==> src/rtl/alu_seq_exec.sv <==
// Execute-stage ALU with registered result/zero and valid/ready handshakes.
// AND/OR/ADD/SUB finish in one edge; SLL shifts one bit per clock.
module alu_seq_exec #(
   parameter int WIDTH   = 64,
   parameter int SHAMT_W = 6
) (
   input  logic             clk,
   input  logic             reset,
   input  logic             in_valid,
   output logic             in_ready,
   input  logic [3:0]       Operation,
   input  logic [WIDTH-1:0] a,
   input  logic [WIDTH-1:0] b,
   output logic             out_valid,
   input  logic             out_ready,
   output logic [WIDTH-1:0] result,
   output logic             zero
);

   typedef enum logic [1:0] {S_IDLE, S_SHIFT, S_DONE} state_t;

   localparam logic [3:0] OP_AND = 4'b0000;
   localparam logic [3:0] OP_OR  = 4'b0001;
   localparam logic [3:0] OP_ADD = 4'b0010;
   localparam logic [3:0] OP_SUB = 4'b0110;
   localparam logic [3:0] OP_SLL = 4'b1111;

   state_t               state_q, state_d;
   logic [WIDTH-1:0]     acc_q, acc_d;
   logic [SHAMT_W-1:0]   cnt_q, cnt_d;
   logic [WIDTH-1:0]     result_q, result_d;
   logic                 zero_q, zero_d;

   logic [SHAMT_W-1:0]   shamt;
   logic [WIDTH-1:0]     alu_val;
   logic [WIDTH-1:0]     shifted;

   assign shamt   = b[SHAMT_W-1:0];
   assign shifted = acc_q << 1;

   // SLL only reaches this path with shamt == 0, so it simply passes a through.
   always_comb begin
      alu_val = '0;
      case (Operation)
         OP_AND:  alu_val = a & b;
         OP_OR:   alu_val = a | b;
         OP_ADD:  alu_val = a + b;
         OP_SUB:  alu_val = a - b;
         OP_SLL:  alu_val = a;
         default: alu_val = '0;
      endcase
   end

   always_comb begin
      state_d  = state_q;
      acc_d    = acc_q;
      cnt_d    = cnt_q;
      result_d = result_q;
      zero_d   = zero_q;
      case (state_q)
         S_IDLE: begin
            if (in_valid) begin
               if (Operation == OP_SLL && shamt != '0) begin
                  acc_d   = a;
                  cnt_d   = shamt;
                  state_d = S_SHIFT;
               end else begin
                  result_d = alu_val;
                  zero_d   = ~|alu_val;
                  state_d  = S_DONE;
               end
            end
         end
         S_SHIFT: begin
            acc_d = shifted;
            cnt_d = cnt_q - 1'b1;
            if (cnt_q == SHAMT_W'(1)) begin
               result_d = shifted;
               zero_d   = ~|shifted;
               state_d  = S_DONE;
            end
         end
         S_DONE: begin
            if (out_ready) state_d = S_IDLE;
         end
         default: state_d = S_IDLE;
      endcase
   end

   always_ff @(posedge clk or negedge reset) begin
      if (!reset) begin
         state_q  <= S_IDLE;
         acc_q    <= '0;
         cnt_q    <= '0;
         result_q <= '0;
         zero_q   <= 1'b0;
      end else begin
         state_q  <= state_d;
         acc_q    <= acc_d;
         cnt_q    <= cnt_d;
         result_q <= result_d;
         zero_q   <= zero_d;
      end
   end

   assign in_ready  = (state_q == S_IDLE);
   assign out_valid = (state_q == S_DONE);
   assign result    = result_q;
   assign zero      = zero_q;

endmodule

==> config.mk <==
export PLATFORM = sky130hd
export DESIGN_NAME = alu_seq_exec
export DESIGN_NICKNAME = d
export VERILOG_FILES = /design/src/rtl/alu_seq_exec.sv
export SDC_FILE = /design/constraint.sdc
export NUM_CORES = 1
export LEC_CHECK = 0
export CORE_AREA = 2 2 187 189
export DETAILED_ROUTE_END_ITERATION = 8
export DIE_AREA = 0 0 189 191
export GPL_TIMING_DRIVEN = 0
export PLACE_DENSITY = 0.71
export SLEW_MARGIN = 10
export SYNTH_ARGS = -nofsm -noshare
export SYNTH_HDL_FRONTEND = slang
export SYNTH_SLANG_ARGS = --single-unit
==> constraint.sdc <==
create_clock -name clk -period 3.73 [get_ports clk]
set_input_delay 0.5595 -clock clk [delete_from_list [all_inputs] [get_ports clk]]
set_output_delay 0.5595 -clock clk [all_outputs]
set_load 0.05 [all_outputs]
After elaboration in Yosys (flattened, before gate mapping) --
Cells that the tools add are included.
Cells by class: $lt $le $gt $ge 0, mux-type cells 20, shift operators 0, divide/modulo/power cells 0, equal/unequal tests 12, bitwise operators 2, reductions and logical operators 12, add/sub/neg operators 3, multipliers 0
Operators by type and width (number):
- 64-bit case mux with 5 select lines | 1
- 64-bit two-way mux | 3
- 64-bit case mux with 2 select lines | 1
- 63-bit two-way mux | 2
- 63-bit case mux with 2 select lines | 1
- 64-bit adder | 1
- 64-bit AND | 1
- 64-bit bitwise OR | 1
- 64-bit OR reduction | 1
- 64-bit subtractor | 1
- 63-bit OR reduction | 1
- 6-bit two-way mux | 2
- 6-bit case mux with 2 select lines | 1
- 2-bit two-way mux | 4
- 6-bit by 1-bit == test with 1-bit output (second input constant) | 1
- 2-bit != test (second input constant) | 3
- 2-bit case mux with 3 select lines | 1
- 3-bit AND reduction | 2
- 6-bit nonzero test | 1
- 6-bit by 1-bit subtractor with 6-bit output (second input constant) | 1
- 4-bit by 1-bit == test with 1-bit output (second input constant) | 1
- 4-bit by 2-bit == test with 1-bit output (second input constant) | 1
- 4-bit by 3-bit == test with 1-bit output (second input constant) | 1
- 4-bit == test (second input constant) | 1
- 11 further kinds | 15
Storage, ports and cells: logic and storage cells 54, bits in read-only memories 0, bits in latches 0, memories kept 0, register bits after elaboration 136, memory bits (writable) 0

Longest topological paths before layout --
word-level depth 7, depth in mapped cells 24, depth with buffers taken out 23

Worst setup path after synthesis --
No wires, ideal clock.
path type input-to-reg, start input b[5], end register zero_q (netlist: zero), cell stages on the path 22, data arrival time 5610 ps, path buffers 3, data required time 3635 ps, setup slack -1976 ps, cell sequence clkbuf_1 nor4_1 nand4_1 or3_1 clkbuf_1 nor4_1 a31oi_1 xnor2_1 ha_1 buf_6 nand4_1 nor4_1 nand3_1 o21ai_0 nor3_1 o41ai_1 mux2i_1 nand2_1 a2111oi_0 nand4_1 or4_1 o31ai_1
On the way: word-level cells in the longest chain between the ends 7, elaborated cells on any way between the ends 14
Ends and longest elaborated chain:
- start, declared | line 13 | input logic [WIDTH-1:0] b,
- 64-bit subtractor, or another cell as far along | line 48 | OP_SUB: alu_val = a - b;
- 64-bit case mux with 5 select lines | line 44 | case (Operation)
- 64-bit OR reduction | line 69 | zero_d = ~|alu_val;
- 1-bit logical NOT | line 69
- 1-bit two-way mux | line 63 | if (Operation == OP_SLL && shamt != '0) begin
- 1-bit two-way mux | line 62 | if (in_valid) begin
- 1-bit case mux with 2 select lines | line 60 | case (state_q)
- end signal, assigned | line 102 | zero_q <= zero_d;
- end, declared | line 32 | logic zero_q, zero_d;
Parallel ways exist; a longest one is shown, timed or not. The select of a mux whose other input is x is not followed. A chain may end at the register's enable or synchronous reset.

Worst setup path in the final report --
start input b[7], end register zero_q (netlist: zero)
On the way: word-level cells in the longest chain between the ends 7, elaborated cells on any way between the ends 10
Ends and longest elaborated chain (line):
- 64-bit subtractor, or another cell as far along | 48
- 64-bit case mux with 5 select lines * | 44
- 64-bit OR reduction * | 69
- 1-bit logical NOT * | 69
- 1-bit two-way mux * | 63
- 1-bit two-way mux * | 62
- 1-bit case mux with 2 select lines * | 60
Every way passes the cells marked *; elsewhere a longest branch is shown, timed or not. The select of a mux whose other input is x is not followed.

==> summary.md <==
| Metric | Value |
|---|---|
| Router iterations before antenna repair | `7` |
| I/O pin count | `around 200` |
| Mean routed wirelength per cell | `~27 um` |
| Critical path fanouts, max | `5` |
| Final #Nets | `around 2400` |
| Leakage power | `8.47 nW` |
| First-pass GRT wire length | `100 mm` |
| Slew HR | `between 20% and 30%` |
| RSZ-0062 raised after global routing | `yes` |
| Number of hold buffers added after CTS | `0` |
| Number of synthesized flops with an enable pin | `0` |
| Fmax | `182 MHz` |
| Largest net degree at the start of global routing | `75` |
| Number of global-route vias before repair | `around 16000` |
| Routed vias | `about 17000` |
| Initial antenna violation count | `0` |
| Area leader, netlist | `dfrtp_1` |
| Synthesized Nets | `a little under 2000` |
| Post-synth top flop | `dfrtp_1` |
| Drt drc | `0` |
| Final hold violation count | `0` |
| CP startpoint kind | `primary input` |
| Synth cell count leaders | `264 x nand2_1, 170 x nor2_1, 169 x o21ai_0` |
| Mean Syn Cell Area | `approximately 7.7 um^2` |
| Fin. max-slew vios | `0` |
| CP Data Required Time | `between 4 and 5 ns` |
| Outcome | `finished with violations` |
| Setup TNS | `-43.23 ns` |
| Ant diodes | `0` |
| H-tree Lvls | `4` |
| HPWL after DPL | `between 50 and 60 mm` |
| Synth top area share | `25.2%` |
| Ys async rst share | `100%` |
| Reg2reg path depth | `11` |
| CP Class | `in -> reg` |
| DIE HEIGHT | `191 um` |
| Min Tclk post-route | `5.48 ns` |
| Routed wire length | `approximately 71 mm` |
| Final setup violation count | `slightly above 50` |
| CTS Buffer Depth | `2` |
| GRT Total Usage | `37.3%` |
| Root Driver | `clkbuf_16` |
| Hold WS | `0.0962 ns` |
| # port buffers | `200` |
| Crit share post-route | `147%` |
| Failing checks | `setup timing` |
| Clk sinks | `136` |
| Row count | `just under 70` |
| Arrival @ worst endpoint | `~5.8 ns` |
| Count of different cell masters after synthesis | `79` |
| Worst skew pair latency | `0.43 ns` |
| Most numerous cell in the Yosys netlist | `nand2_1` |
| Die Area | `between 0.03 and 0.04 mm^2` |
| Critical R2R Launch | `cnt_q[2]$_DFFE_PN0P_` |
| Mapped Area | `~0.014 mm^2` |
| Via/cell ratio | `approximately 6.4` |
| Seq cells post-synth | `136` |
| Power Density | `around 420 mW/mm^2` |
| Worst Max-Slew Pin Slew | `around 1.2 ns` |
| Grt total ovfl | `0` |
| Starting Density | `around 40%` |
| CTS tree | `yes` |
| Top cells by area, synth | `dfrtp_1 25%, nand2_1 7.3%, ha_1 6.3%` |
| Clk_skew | `between 0.01 and 0.015 ns` |
| HP Class | `in -> async` |
| CP startpoint | `b[7]` |
| Power, Total | `0.00895 W` |
| Synth-to-layout area growth | `57.2%` |
| DRT antenna net count | `0` |
| Chip width | `between 150 and 200 um` |
| Sequential-to-total area share from yosys stat | `about a quarter` |
| Setup WS pre-CTS | `-3.41 ns` |
| Global placement routability congestion | `roughly 1.1` |
| Setup ws final | `-1.75 ns` |
| CTS clk-pin slew, worst paths | `approximately 0.06 ns` |
| Iter 0 DRT Violations | `between 2000 and 2500` |
| Share of cells above drive strength 1 | `between 30% and 40%` |
| Ys Warns | `0` |
| Peak supply drop | `roughly 0.00038 V` |
| Max_cap viols | `0` |
| Design area | `between 0.02 and 0.025 mm^2` |
| Core ar. | `0.0341 mm^2` |
| DP Area | `0.0166 mm^2` |
| CTS buffer count | `17` |
| Post-Synthesis Cells | `approximately 1800` |
| Worst Setup End Kind | `flop` |
[registers in the layout, indices dropped and copies added, names as in the netlist]
register / cells
cnt_q: 6
state_q: 2
result: 64
acc_q: 63
zero: 1
[cells in the final DEF (no fill, tap or decap), types with 26 or more instances in the layout]
cell type / synthesis / final
nand4_1: 35 / 35
a21oi_1: 142 / 79
clkbuf_1: 69 / 51
o21ai_0: 169 / 60
buf_4: 1 / 150
o21ai_2: 2 / 42
a222oi_1: 28 / 28
ha_1: 68 / 33
buf_6: 1 / 45
dfrtp_1: 136 / 136
nand2_1: 264 / 230
maj3_1: 63 / 63
xnor2_1: 65 / 44
a21oi_2: 5 / 44
nor2_1: 170 / 131
o21ai_1: 8 / 52
a21oi_4: 2 / 26
xor2_1: 56 / 42
inv_1: 33 / 26
a31oi_1: 60 / 59
clkdlybuf4s50_1: 0 / 154
[worst paths after layout]
kind / slack (ns) / end
max in group asynchronous: 2.81 / acc_q[47]$_DFFE_PN0P_
max reg2reg: 0.39 / zero$_DFFE_PN0P_
max: -1.75 / zero$_DFFE_PN0P_
min in group clk: 0.47 / result[0]$_DFFE_PN0P_
min: 0.1 / result[16]$_DFFE_PN0P_
min reg2reg: 0.47 / result[0]$_DFFE_PN0P_
[per-stage QoR]
stage | utilization, % | instances
global placement | 48.5 | 2421
global route | 62.3 | 2631
finish | 62.3 | 2631
floorplan | - | 1766
detailed placement | 48.6 | 2422
CTS | 57.9 | 2570
[cells by family (layout without fill, tap and decap cells)]
kind of cell             count (synthesis)  in the layout  synth area share, %
adder cells (fa/ha/maj)                132            132                 11.1
XOR/XNOR                               121            121                 7.83
flip-flops                             136            136                 25.2
multiplexers                            41             41                 3.37
buffers and inverters                  135            545                 4.92
AND/OR/NAND/NOR                        638            638                 21.4
AO/OA/AOI/OAI                          563            563                 26.2
[per-layer routing]
layer	routed length (um)	track usage, %	part of all wire [%]	up-vias
li1	-	-	-	7349
met1	28800	51.8	41	8046
met2	30800	57.2	44	1103
met3	7590	6.63	11	227
met4	3470	15.3	4.9	0
met5	0	0	0	-
[critical path, cell delays in order]
cell	delay, ns
buf_8	0.10
nor4_4	0.31
nand4_1	0.17
buf_6	0.17
or3_1	0.31
clkbuf_8	0.17
nor4_4	0.23
a31oi_1	0.14
xnor2_1	0.23
ha_1	0.28
buf_6	0.14
a21oi_4	0.13
o21ai_2	0.08
a21o_1	0.19
a221o_1	0.35
or4_4	0.44
a31oi_4	0.27
nand4_1	0.19
nor4_4	0.24
and4_1	0.28
nand4_1	0.10
or4_4	0.51
o31ai_4	0.20
[cell type report]
cell class	instances	area, um^2
repair buffers	388	3560
well taps	455	569
fillers	2974	12800
plain buffers	92	638
clock buffers	22	484
inverters	33	129
clock inverters	10	119
flip-flops and latches	136	3400
multi-input cells	1495	12400
[timing repair]
action	CTS	global route
pin swaps	155	174
cloned	0	1
gates resized for setup	518	261
buffers inserted	124	72
setup endpoints to repair	96	93
[power breakdown]
part / switching, W / internal (W)
Sequential: 0.000476 / 0.00202
Combinational: 0.00284 / 0.00189
Clock: 0.000665 / 0.00106
Total: 0.00398 / 0.00497
Note: power is estimated with default switching activity, not from simulation.
